### src/rtl/arbitro_salida_pkg.sv
// Shared definitions for the egress arbiter: widths, FSM encoding, counter selector
// and the round-robin search used to pick the next port.
package arbitro_salida_pkg;
  localparam int TAMANO_DATOS = 12;
  localparam int CONT_W       = 5;
  localparam int NUM_PUERTOS  = 4;
  localparam logic [2:0] IDX_TOTAL = 3'b100;

  typedef enum logic [1:0] {
    INICIO = 2'd0,
    ACTIVO = 2'd1,
    PAUSA  = 2'd2
  } estado_t;

  typedef logic [TAMANO_DATOS-1:0] dato_t;
  typedef logic [CONT_W-1:0]       cuenta_t;

  // Returns {hit, port}: first ready port scanning upward from ptr, mod 4.
  function automatic logic [2:0] buscar_grant(input logic [NUM_PUERTOS-1:0] listo,
                                              input logic [1:0] ptr);
    logic [2:0] r;
    logic [1:0] p;
    r = 3'b000;
    for (int i = NUM_PUERTOS - 1; i >= 0; i--) begin
      p = ptr + 2'(i);
      if (listo[p]) r = {1'b1, p};
    end
    return r;
  endfunction
endpackage

### src/rtl/arbitro_salida_if.sv
// FIFO-side, egress and counter-read signals of the output arbiter.
interface arbitro_salida_if;
  import arbitro_salida_pkg::*;

  logic [NUM_PUERTOS-1:0] fifo_empty;
  dato_t                  data_in4;
  dato_t                  data_in5;
  dato_t                  data_in6;
  dato_t                  data_in7;
  logic                   pausa;
  logic [NUM_PUERTOS-1:0] pop;
  dato_t                  data_out;
  logic                   valid_out;
  logic                   req;
  logic [2:0]             idx;
  cuenta_t                cuenta;
  logic                   valid_cuenta;

  modport master (
    input  fifo_empty, data_in4, data_in5, data_in6, data_in7, pausa, req, idx,
    output pop, data_out, valid_out, cuenta, valid_cuenta
  );

  modport slave (
    output fifo_empty, data_in4, data_in5, data_in6, data_in7, pausa, req, idx,
    input  pop, data_out, valid_out, cuenta, valid_cuenta
  );
endinterface

### src/rtl/arbitro_salida_contadores.sv
// Per-port and total forwarded-word counters with a registered req/idx read port.
module contadores_salida
  import arbitro_salida_pkg::*;
(
  input  logic       clk,
  input  logic       reset,
  input  logic       incr,
  input  logic [1:0] puerto,
  input  logic       req,
  input  logic [2:0] idx,
  output cuenta_t    cuenta,
  output logic       valid_cuenta
);
  cuenta_t cnt [NUM_PUERTOS];
  cuenta_t total;
  cuenta_t lectura;

  always_comb begin
    lectura = '0;
    case (idx)
      3'd0, 3'd1, 3'd2, 3'd3: lectura = cnt[idx[1:0]];
      IDX_TOTAL:              lectura = total;
      default:                lectura = '0;
    endcase
  end

  // Read sees the value before this edge's increment.
  always_ff @(posedge clk or negedge reset) begin
    if (!reset) begin
      for (int i = 0; i < NUM_PUERTOS; i++) cnt[i] <= '0;
      total        <= '0;
      cuenta       <= '0;
      valid_cuenta <= 1'b0;
    end else begin
      if (incr) begin
        cnt[puerto] <= cnt[puerto] + CONT_W'(1);
        total       <= total + CONT_W'(1);
      end
      valid_cuenta <= req;
      if (req) cuenta <= lectura;
    end
  end
endmodule

### src/rtl/arbitro_salida.sv
// Round-robin drain of FIFOs 4..7 onto one egress bus, with downstream pause
// and forwarded-word counters.
module arbitro_salida
  import arbitro_salida_pkg::*;
(
  input  logic             clk,
  input  logic             reset,
  arbitro_salida_if.master bus
);
  estado_t                estado;
  logic [1:0]             ptr;
  logic                   habilita;
  logic                   hay_grant;
  logic [1:0]             g;
  logic                   grant;
  logic [NUM_PUERTOS-1:0] pop_c;
  logic [1:0]             puerto_p1;
  logic                   vld_p1;
  dato_t                  dato_sel;

  // Stage 0: combinational grant, gated by state and by pausa in the same cycle.
  always_comb begin
    habilita       = (estado == ACTIVO) && !bus.pausa;
    {hay_grant, g} = buscar_grant(~bus.fifo_empty, ptr);
    grant          = habilita && hay_grant;
    pop_c          = '0;
    if (grant) pop_c[g] = 1'b1;
  end

  assign bus.pop = pop_c;

  always_ff @(posedge clk or negedge reset) begin
    if (!reset) begin
      estado    <= INICIO;
      ptr       <= 2'd0;
      vld_p1    <= 1'b0;
      puerto_p1 <= 2'd0;
    end else begin
      case (estado)
        INICIO:  estado <= ACTIVO;
        ACTIVO:  if (bus.pausa) estado <= PAUSA;
        PAUSA:   if (!bus.pausa) estado <= ACTIVO;
        default: estado <= INICIO;
      endcase
      vld_p1 <= grant;
      if (grant) begin
        puerto_p1 <= g;
        ptr       <= g + 2'd1;
      end
    end
  end

  // Stage 1: FIFO read data arrives the cycle after the pop.
  always_comb begin
    dato_sel = '0;
    case (puerto_p1)
      2'd0:    dato_sel = bus.data_in4;
      2'd1:    dato_sel = bus.data_in5;
      2'd2:    dato_sel = bus.data_in6;
      default: dato_sel = bus.data_in7;
    endcase
  end

  assign bus.data_out  = vld_p1 ? dato_sel : '0;
  assign bus.valid_out = vld_p1;

  contadores_salida u_contadores (
    .clk          (clk),
    .reset        (reset),
    .incr         (vld_p1),
    .puerto       (puerto_p1),
    .req          (bus.req),
    .idx          (bus.idx),
    .cuenta       (bus.cuenta),
    .valid_cuenta (bus.valid_cuenta)
  );
endmodule

### src/flat_wrapper.sv
// flat-port wrapper written by rule: the top's interface ports become plain ports
module arbitro_salida_flat import arbitro_salida_pkg::*;
  (clk, reset, bus_fifo_empty, bus_data_in4, bus_data_in5, bus_data_in6, bus_data_in7, bus_pausa, bus_req, bus_idx, bus_pop, bus_data_out, bus_valid_out, bus_cuenta, bus_valid_cuenta);
  arbitro_salida_if bus_i ();
  input  logic clk;
  input  logic reset;
  input wire logic [$bits(bus_i.fifo_empty)-1:0] bus_fifo_empty;
  input wire logic [$bits(bus_i.data_in4)-1:0] bus_data_in4;
  input wire logic [$bits(bus_i.data_in5)-1:0] bus_data_in5;
  input wire logic [$bits(bus_i.data_in6)-1:0] bus_data_in6;
  input wire logic [$bits(bus_i.data_in7)-1:0] bus_data_in7;
  input wire logic [$bits(bus_i.pausa)-1:0] bus_pausa;
  input wire logic [$bits(bus_i.req)-1:0] bus_req;
  input wire logic [$bits(bus_i.idx)-1:0] bus_idx;
  output wire logic [$bits(bus_i.pop)-1:0] bus_pop;
  output wire logic [$bits(bus_i.data_out)-1:0] bus_data_out;
  output wire logic [$bits(bus_i.valid_out)-1:0] bus_valid_out;
  output wire logic [$bits(bus_i.cuenta)-1:0] bus_cuenta;
  output wire logic [$bits(bus_i.valid_cuenta)-1:0] bus_valid_cuenta;
  assign bus_i.fifo_empty = bus_fifo_empty;
  assign bus_i.data_in4 = bus_data_in4;
  assign bus_i.data_in5 = bus_data_in5;
  assign bus_i.data_in6 = bus_data_in6;
  assign bus_i.data_in7 = bus_data_in7;
  assign bus_i.pausa = bus_pausa;
  assign bus_i.req = bus_req;
  assign bus_i.idx = bus_idx;
  assign bus_pop = bus_i.pop;
  assign bus_data_out = bus_i.data_out;
  assign bus_valid_out = bus_i.valid_out;
  assign bus_cuenta = bus_i.cuenta;
  assign bus_valid_cuenta = bus_i.valid_cuenta;
  arbitro_salida u_core (.clk(clk), .reset(reset), .bus(bus_i));
endmodule
### config.mk
export PLATFORM = sky130hd
export DESIGN_NAME = arbitro_salida_flat
export DESIGN_NICKNAME = d
export VERILOG_FILES = /design/src/rtl/arbitro_salida_pkg.sv /design/src/rtl/arbitro_salida_if.sv /design/src/rtl/arbitro_salida_contadores.sv /design/src/rtl/arbitro_salida.sv /design/src/flat_wrapper.sv
export SDC_FILE = /design/constraint.sdc
export NUM_CORES = 1
export LEC_CHECK = 0
export BUFFER_PORTS_ARGS = -buffer_cell sky130_fd_sc_hd__buf_2
export CORE_ASPECT_RATIO = 0.75
export CORE_MARGIN = 5
export CORE_UTILIZATION = 35
export DETAILED_ROUTE_END_ITERATION = 7
export PLACE_DENSITY_LB_ADDON = 0.1
export REMOVE_ABC_BUFFERS = 1
export SLEW_MARGIN = 20
export SYNTH_ARGS = -nofsm -noshare
export SYNTH_HDL_FRONTEND = slang
export SYNTH_HIERARCHICAL = 1
export SYNTH_SLANG_ARGS = --single-unit
export TNS_END_PERCENT = 30
### constraint.sdc
create_clock -name clk -period 3.7 [get_ports clk]
set_input_delay 0.185 -clock clk [delete_from_list [all_inputs] [get_ports clk]]
set_output_delay 0.185 -clock clk [all_outputs]
set_load 0.01 [all_outputs]
### Word-level counts from Yosys, hierarchy flattened

Index checks and enable logic that the tools add are counted.

| word-level totals | value |
|---|---|
| memories | 0 |
| bits in writable memories | 0 |
| word-level logic and storage cells | 79 |
| output and inout port bits | 23 |
| bits in registers | 38 |
| input port bits | 59 |
| bits in read-only memories | 0 |
| latch bits | 0 |

| cells by class | value |
|---|---|
| magnitude comparators | 9 |
| shift operators | 0 |
| reductions and logical operators | 10 |
| equal/unequal tests | 10 |
| muxes and demuxes | 30 |
| $add $sub $neg | 6 |
| divide/modulo/power cells | 0 |
| bitwise operators | 3 |
| multipliers | 0 |

Operators with widths:

| kind | count |
|---|---|
| 12-bit case mux with 3 select lines | 1 |
| 5-bit two-way mux | 5 |
| 5-bit binary-select mux with 2-bit select | 2 |
| 20-bit bitwise mux | 1 |
| 2-bit by 3-bit less-than comparator with 1-bit output (second input constant) | 5 |
| 12-bit two-way mux | 1 |
| 3-bit two-way mux | 4 |
| 5-bit by 1-bit adder with 5-bit output (second input constant) | 2 |
| 5-bit demux with 2-bit select | 1 |
| 5-bit case mux with 2 select lines | 1 |
| 1-bit binary-select mux with 2-bit select | 4 |
| 3-bit by 2-bit == test with 1-bit output (second input constant) | 2 |
| 3-bit >= comparator (second input constant) | 2 |
| 2-bit NOT with 3-bit output | 2 |
| 2-bit case mux with 3 select lines | 1 |
| 1-bit two-way mux | 5 |
| 2-bit by 1-bit adder with 2-bit output (second input constant) | 2 |
| 2-bit adder (second input constant) | 2 |
| 2-bit by 1-bit == test with 1-bit output (second input constant) | 2 |
| 2-bit == test (second input constant) | 2 |
| 1-bit logical AND | 4 |
| 2-bit logical NOT | 2 |
| 2-bit two-way mux | 2 |
| 4-bit two-way mux | 1 |
| 11 further kinds | 12 |

### Longest topological paths before layout

Gate-level depths: netlist of the first run.

| depth | value |
|---|---|
| depth after elaboration | 12 |
| depth in mapped cells | 7 |
| mapped depth without buffers | 6 |

### Hierarchy

The synthesis of the first run kept the hierarchy.

Modules (own cells, without submodules):

| module | sequential area each (µm²) | area each (µm²) | times used | cells each |
|---|---|---|---|---|
| contadores_salida | 775.7 | 1746.7 | 1 | 154 |
| arbitro_salida | 175.2 | 774.5 | 1 | 65 |

### Worst setup path before layout of the first run

Ideal clock, no wire load.

| timing | value |
|---|---|
| kind | reg-to-reg |
| from | register u_core.puerto_p1[0] |
| to | register u_core/u_contadores/cnt[12] (netlist bit) |
| setup time | 0.133 ns |
| clock period less this slack | 2.147 ns |
| stages on the path, launching flop included | 8 |
| data required time | 3.567 ns |
| path buffers | 3 |
| arrival | 2.014 ns |
| setup slack | 1.553 ns |
| path through | dfrtp_1 -> buf_6 -> mux4_1 -> buf_2 -> ha_1 -> clkbuf_1 -> xnor2_1 -> o21ai_0 |

| on the way | value |
|---|---|
| longest elaborated chain between the ends | 6 |
| elaborated cells between the ends (all ways) | 11 |
| those cells by class | add/sub: 1; order compare: 2; mux: 6; bitwise: 1; reduce/logical: 1 |

Ends and longest elaborated chain:

| what | RTL line | RTL |
|---|---|---|
| start, declared | arbitro_salida.sv:17 | `logic [1:0] puerto_p1;` |
| start signal, assigned | arbitro_salida.sv:47 | `puerto_p1 <= g;` |
| 2-bit NOT with 3-bit output (implied by the code) (*) | arbitro_salida_contadores.sv:36 | `cnt[puerto] <= cnt[puerto] + CONT_W'(1);` |
| 5-bit binary-select mux with 2-bit select, or another cell as far along | arbitro_salida_contadores.sv:36 |  |
| 5-bit two-way mux (implied by the code) / 1-bit logical AND (equally long branches) | arbitro_salida_contadores.sv:36 |  |
| 5-bit two-way mux (implied by the code) | arbitro_salida_contadores.sv:36 |  |
| 5-bit by 1-bit adder with 5-bit output / 5-bit demux with 2-bit select (equally long branches) | arbitro_salida_contadores.sv:36 |  |
| 20-bit bitwise mux (*) | arbitro_salida_contadores.sv:36 |  |
| end signal, assigned by index | arbitro_salida_contadores.sv:36 |  |
| end, declared | arbitro_salida_contadores.sv:14 | `cuenta_t cnt [NUM_PUERTOS];` |

Every way passes the cells marked *; elsewhere a longest branch is shown, timed or not. The select of a mux whose other input is x is not followed.
A chain may end at the register's enable or synchronous reset.

### Worst setup path in the final report of the first run

| timing | value |
|---|---|
| from | register u_core.puerto_p1[0] |
| to | output bus_data_out[4] |

| on the way | value |
|---|---|
| longest elaborated chain between the ends | 3 |
| elaborated cells between the ends (all ways) | 5 |
| those cells by class | eq/ne: 2; mux: 2; reduce/logical: 1 |

Ends and longest elaborated chain:

| what | RTL line | RTL |
|---|---|---|
| 2-bit == test, or another cell as far along | arbitro_salida.sv:56 | `case (puerto_p1)` |
| 12-bit case mux with 3 select lines (*) | arbitro_salida.sv:56 |  |
| 12-bit two-way mux (*) | arbitro_salida.sv:64 | `assign bus.data_out = vld_p1 ? dato_sel : '0;` |
| end, declared | flat_wrapper.sv:16 | `output wire logic [$bits(bus_i.data_out)-1:0] bus_data_out;` |

Every way passes the cells marked *; elsewhere a longest branch is shown, timed or not.

==> impl_metrics.py, run 1 <==
metrics = {
    "outcome": {
        "status": "finished with violations",
        "failed_checks": "negative hold slack",
    },
    "finish": {
        "final.fill_count": 689,
        "area.growth.synth_to_final_pct": 22.0,
        "finish.net_count": 354,
        "drive_above_1_share_pct": 42.9,
        "layout.cells.non_filler": 392,
        "mostFrequentLayoutCells": "buf_2 (81), dfrtp_1 (38), nand2_1 (17), mux4_2 (14), and2_1 (13)",
        "diodes": 0,
        "layout_commonest_cell": "buf_2",
    },
    "floorplan": {
        "fp.dieH_um": 83.5,
        "design.die.area_um2": 9020,
        "floorplan.die.width_um": 108,
        "floorplan.io_pins": 82,
        "std_cell_rows": 26,
        "initial_core_util_pct": 36.6,
        "core_area_um2": 6900,
    },
    "min_path": {
        "min-delay-path-class": "in -> async",
    },
    "timing": {
        "hold_slack_ns": -0.00368,
        "hold_viol": 8,
        "finalSetupViolCount": 0,
        "slew_at_the_pin_closest_to_its_max_slew_limit_ns": 0.849,
        "layout_min_cycle_time_ns": 2.41,
        "setup_tns_ns": 0,
        "post-route-period-util_pct": 65.1,
        "rsz0062_at_grt": "no",
        "fmax_mhz": 415,
        "finalWorstSetupSlack_ns": 1.29,
        "clock-skew-final_ns": 0.0103,
        "final_max_slew_viol_count": 0,
        "relative_slew_slack_pct": 43.4,
    },
    "cts": {
        "insertion_delay_ns": 0.29,
        "ctsLongestPathBuffers": 2,
        "cts_setup_buffers": 0,
        "hold_buf_cts": 0,
        "clock_sink_count": 38,
        "h-tree-depth": 2,
        "cts_inserted_buffers": 5,
        "cts.clk_slew.worst_paths_ns": 0.08,
        "number_of_gates_given_a_new_drive_strength_after_cts": 0,
        "cts_tree": "built",
        "cts_root_buffer": "clkbuf_8",
    },
    "power_and_ir_drop": {
        "total_leakage_power_nw": 1.40,
        "power.switching_fraction_pct": 41.3,
        "seq_power_share_pct": 34.6,
        "total_switching_power_mw": 0.895,
        "cellPowerDensity_nw_per_um2": 704,
        "power.internal_mw": 1.27,
        "combinationalPowerShare_pct": 49.2,
        "peak_supply_drop_mv": 0.322,
        "power.clock.fraction_pct": 16.2,
    },
    "route": {
        "first_pass_iters": 6,
        "dr.max_layer_used": "met4",
        "wirelength_met1_mm": 2.89,
        "met2RoutedLength_mm": 3.05,
        "drt_first_iter_violations": 120,
        "route.vias.total": 2053,
        "finalWirelength_mm": 6.29,
        "drc": 0,
        "met3_wirelength_um": 338,
        "detail_route.wl_per_cell_um": 16.0,
        "route.antenna.remaining_nets": 0,
        "avgViaCountPerCell": 5.24,
    },
    "critical_path": {
        "timing.critical_path.required_ns": 3.51,
        "worstSetupPathType": "reg -> out",
        "arrival_ns": 2.22,
        "crit_path_max_fo": 28,
        "endpoint_type_of_the_worst_setup_path": "primary output",
        "startpoint_type": "flip-flop",
    },
    "place": {
        "routabilityCongestion": 0.755,
        "place_ws_ns": 1.33,
        "detailedPlacementHpwl_mm": 4.62,
        "placed_cells_incl_taps": 384,
        "number_of_buffers_added_on_ports": 81,
    },
    "job": {
        "max_cap_viols": 0,
    },
    "synthesis": {
        "ys_types": 46,
        "syn-mean-instance-area_um2": 11.5,
        "ys_ff_latch": 38,
        "yosysSeqAreaShare_pct": 37.7,
        "syn_inst": 219,
        "yosysTopAreaCell": "dfrtp_1",
        "top_cell_type_s_share_of_synthesized_area_pct": 37.7,
        "synth.cell_area_um2": 2520,
        "netlist_top_cells_area": "dfrtp_1 (38%), mux4_2 (13%), mux4_1 (7.3%)",
        "yosysWarningCount": 6,
    },
    "grt": {
        "first_pass_grt_wire_length_mm": 10.5,
        "antenna_found_initial": 0,
        "via_count_of_the_first_global_routing_pass": 2017,
        "gr-total-overflow": 0,
        "globalRouteTotalUtil_pct": 14.3,
        "grt_start_max_net_pins": 39,
    },
}
[critical path, stage by stage, from the launching register on]
cell     delay, ns
dfrtp_1       0.58
buf_4         0.42
mux4_1        0.61
and2_1        0.17
buf_2         0.14
[metal layers]
metal / vias to the layer above / global-route usage, %
li1: 996 / -
met1: 1006 / 21.3
met2: 49 / 22.0
met3: 2 / 3.17
met4: 0 / 1.72
met5: - / 0
[layout make-up]
cell class	instances	area (µm²)	share of cell area (%)
multi-input combinational	161	1460	47.3
timing repair buffer	84	428	13.9
inverter	3	11.3	0.366
sequential	38	951	30.9
tap	98	123	3.99
clock buffer	5	68.8	2.24
clock inverter	3	40.0	1.30
[state kept, by name, summed over array words and instances (netlist names)]
signal,count
u_core/bus.valid_out,1
u_core/estado,2
u_core/ptr,2
u_core/puerto_p1,2
u_core/u_contadores/cnt,20
u_core/u_contadores/cuenta,5
u_core/u_contadores/total,5
u_core/u_contadores/valid_cuenta,1
[worst paths after layout]
kind                                                               start                                          to  slack (ns)  cells past startpoint
worst max-delay path                     u_core/puerto_p1[0]$_DFFE_PN0P_                             bus_data_out[4]        1.29                      4
worst max register to register           u_core/puerto_p1[0]$_DFFE_PN0P_      u_core/u_contadores/cnt[2]$_DFFE_PN0P_        1.32                      4
worst min register to register  u_core/u_contadores/total[4]$_DFFE_PN0P_    u_core/u_contadores/total[4]$_DFFE_PN0P_        0.48                      1
worst min-delay path                                               reset      u_core/u_contadores/cnt[2]$_DFFE_PN0P_      -0.004                      1
max in group asynchronous                                          reset     u_core/u_contadores/cnt[16]$_DFFE_PN0P_        3.17                      1
min in group clk                                                 bus_req  u_core/u_contadores/valid_cuenta$_DFF_PN0_        0.11                      1
[power by group through the flow]
stage | registers [mW] | logic [mW] | clock network (mW)
6_report | 0.749 | 1.07 | 0.352
3_5_place_dp | 0.753 | 1.07 | 0
2_1_floorplan | 0.783 | 0.696 | 0
4_1_cts | 0.749 | 1.07 | 0.361
5_1_grt | 0.777 | 1.18 | 0.381
3_3_place_gp | 0.756 | 1.05 | 0
[metrics by stage]
stage / total power, mW / hold slack (ns) / instance area (µm²) / util [%]
finish: 2.17 / -0.00368 / 3080 / 44.6
floorplan: 1.48 / -0.111 / 2420 / -
CTS: 2.18 / 0.0324 / 3080 / 44.6
global placement: 1.81 / 0.355 / 2970 / 43.0
detailed placement: 1.82 / 0.351 / 2970 / 43.0
global route: 2.34 / 0.100 / 3080 / 44.6
[cells by family (layout without fill, tap and decap cells)]
family,after synthesis,count (layout),synth area share [%]
AO/OA/AOI/OAI,35,35,9.88
XOR/XNOR,7,7,2.43
adder cells (fa/ha/maj),2,2,0.992
buffers and inverters,20,95,4.57
flip-flops,38,38,37.7
multiplexers,27,27,22.5
AND/OR/NAND/NOR,90,90,21.9
[cell usage after synthesis (all sizes together)]
library cell / number
dfrtp: 38
mux4: 21
nand2: 17
and2: 14
nand4: 12
buf: 11
nand3: 11
nor2: 10
a21oi: 9
a31o: 8
o21ai: 8
clkbuf: 6
mux2: 6
a22oi: 5
xnor2: 5
nand4b: 4
nor4bb: 4
inv: 3
nand2b: 3
and4b: 2
ha: 2
nand3b: 2
nor3: 2
nor3b: 2
nor4b: 2
or4bb: 2
xor2: 2
a211oi: 1
a21o: 1
nor2b: 1
nor4: 1
o21a: 1
o221a: 1
o22ai: 1
or2: 1
(Power assumes the default switching activity.)
==> inputs of run 2 (changes only) <==
==> constraint.sdc (replaced) <==
create_clock -name clk -period 2 [get_ports clk]
set_input_delay 0.1 -clock clk [delete_from_list [all_inputs] [get_ports clk]]
set_output_delay 0.1 -clock clk [all_outputs]
set_load 0.01 [all_outputs]
==> impl_metrics.py, run 2 (same netlist as run 1, synthesis figures left out) <==
metrics = {
    "power_and_ir_drop": {
        "total_switching_power_mw": 1.72,
        "power.internal_mw": 2.45,
        "combinationalPowerShare_pct": 53.3,
        "power.clock.fraction_pct": 13.5,
        "seq_power_share_pct": 33.1,
        "power.switching_fraction_pct": 41.3,
        "cellPowerDensity_nw_per_um2": 1310,
        "total_leakage_power_nw": 1.45,
        "design_power_total_mw": 4.16,
        "peak_supply_drop_mv": 0.571,
    },
    "cts": {
        "h-tree-depth": 2,
        "insertion_delay_ns": 0.29,
        "cts_inserted_buffers": 5,
        "cts.clk_slew.worst_paths_ns": 0.08,
        "cts_root_buffer": "clkbuf_8",
        "clock_sink_count": 38,
        "cts_tree": "built",
        "ctsLongestPathBuffers": 2,
    },
    "finish": {
        "area.growth.synth_to_final_pct": 25.9,
        "largest_register": "u_core/u_contadores/cnt",
        "mostFrequentLayoutCells": "buf_2 (81), dfrtp_1 (37), nand2_1 (17), mux4_2 (14), and2_1 (13)",
        "final.fill_count": 691,
        "largestRegisters": "u_core/u_contadores/cnt: 20 flops, u_core/u_contadores/cuenta: 5 flops, u_core/u_contadores/total: 5 flops",
        "layout_commonest_cell": "buf_2",
        "largest_register_ffs": 20,
        "finish.net_count": 365,
        "diodes": 0,
        "utilization_pct": 46.0,
        "drive_above_1_share_pct": 45.2,
    },
    "route": {
        "avgViaCountPerCell": 5.19,
        "route.vias.total": 2090,
        "route.antenna.remaining_nets": 0,
        "finalWirelength_mm": 6.45,
        "drt_first_iter_violations": 70,
        "detail_route.wl_per_cell_um": 16.0,
        "first_pass_iters": 4,
        "drc": 0,
    },
    "critical_path": {
        "timing.critical_path.required_ns": 1.90,
        "cpLargestDelayFamily": "multiplexers",
        "worstSetupPathType": "reg -> out",
        "critPathMaxStageDelay_ns": 0.55,
        "arrival_ns": 1.80,
        "crit_chain": "buf_6, mux4_1, and2_1, buf_2",
        "critPathSlowestCell": "mux4_1",
        "number_of_buffers_and_inverters_on_the_critical_path": 2,
        "startpoint_type": "flip-flop",
        "crit_path_max_fo": 12,
        "endpoint_type_of_the_worst_setup_path": "primary output",
    },
    "timing": {
        "final_max_slew_viol_count": 0,
        "hold_viol": 0,
        "hold_slack_ns": 0.0266,
        "slew_at_the_pin_closest_to_its_max_slew_limit_ns": 0.876,
        "rsz0062_at_grt": "no",
        "setup_tns_ns": 0,
        "finalSetupViolCount": 0,
        "relative_slew_slack_pct": 41.6,
        "fmax_mhz": 525,
        "layout_min_cycle_time_ns": 1.90,
        "post-route-period-util_pct": 95.2,
        "clock-skew-final_ns": 0.00809,
    },
    "place": {
        "routabilityCongestion": 0.730,
        "detailedPlacementHpwl_mm": 4.75,
        "number_of_buffers_added_on_ports": 81,
    },
    "floorplan": {
        "design.die.area_um2": 9020,
        "floorplan.die.width_um": 108,
        "core_area_um2": 6900,
        "fp.dieH_um": 83.5,
        "initial_core_util_pct": 36.6,
        "floorplan.io_pins": 82,
        "std_cell_rows": 26,
    },
    "grt": {
        "grtUsageMet2_pct": 23.1,
        "antenna_found_initial": 0,
        "grt_use_met1_pct": 23.3,
        "globalRouteTotalUtil_pct": 15.6,
        "grt_start_max_net_pins": 39,
        "first_pass_grt_wire_length_mm": 11.2,
        "grt.busiest_layer": "met1",
        "via_count_of_the_first_global_routing_pass": 2174,
        "gr-total-overflow": 0,
        "grtUsageMet3_pct": 3.25,
    },
    "outcome": {
        "status": "complete, no violations",
    },
    "min_path": {
        "min-delay-path-class": "in -> reg",
    },
    "job": {
        "max_cap_viols": 0,
    },
}
## run 2: cell types whose count changed in the layout (fill, tap and decap cells not counted)
cell	delta
dfrtp_1	-1
xnor2_2	+1
dfrtp_2	+1
xnor2_1	-1
buf_4	+8
dlygate4sd3_1	+1
buf_6	+1
clkinv_2	-1
clkbuf_8	+1
buf_12	+1
bufinv_16	-1
clkinvlp_4	+1
## run 2: layer usage
| layer | wire [µm] | up-vias | part of all wire [%] |
|---|---|---|---|
| li1 | - | 1015 | - |
| met1 | 3210 | 1034 | 50 |
| met2 | 2980 | 34 | 46 |
| met3 | 213 | 7 | 3.3 |
| met4 | 49 | 0 | 0.76 |
| met5 | 0 | - | 0 |
## run 2: final timing paths
path | end | cells after the start | startpoint | slack, ns
worst max-delay path | bus_data_out[11] | 4 | u_core/puerto_p1[0]$_DFFE_PN0P_ | 0.1
worst min-delay path | u_core/u_contadores/valid_cuenta$_DFF_PN0_ | 1 | bus_req | 0.03
worst max register to register | u_core/u_contadores/cnt[9]$_DFFE_PN0P_ | 5 | u_core/puerto_p1[0]$_DFFE_PN0P_ | 0.18
worst min register to register | u_core/u_contadores/total[4]$_DFFE_PN0P_ | 1 | u_core/u_contadores/total[4]$_DFFE_PN0P_ | 0.50
max in group asynchronous | u_core/puerto_p1[0]$_DFFE_PN0P_ | 2 | reset | 0.94
min in group asynchronous | u_core/u_contadores/cnt[15]$_DFFE_PN0P_ | 2 | reset | 0.46
## run 2: repair_timing
action	in CTS	in global routing
gates resized for setup	2	4
setup buffers	0	0
endpoints found under the setup margin	10	4
endpoints found under the hold margin	38	0
hold buffers	1	0
## run 2: power by group through the flow
stage,clock network [mW],logic (mW),registers (mW)
floorplan,0,1.29,1.45
global placement,0,2.15,1.38
detailed placement,0,2.18,1.37
CTS,0.583,2.18,1.37
global route,0.611,2.47,1.44
finish,0.564,2.22,1.38
## run 2: final cells by class
class,instances,area [µm²],area share [%]
repair buffers,95,529,16.7
clock inverters,2,12.5,0.394
flip-flops and latches,38,952,30.0
multi-input cells,161,1460,46.1
inverters,3,11.3,0.355
well taps,98,123,3.86
clock buffers,6,82.6,2.60
## run 2: through the flow
| step | worst slack, ns | instance area, µm² | std cells |
|---|---|---|---|
| floorplan | -0.666 | 2420 | 202 |
| global placement | 0.155 | 3040 | 394 |
| detailed placement | 0.0919 | 3040 | 394 |
| CTS | 0.0408 | 3150 | 403 |
| global route | 0.00575 | 3170 | 403 |
| finish | 0.0961 | 3170 | 403 |
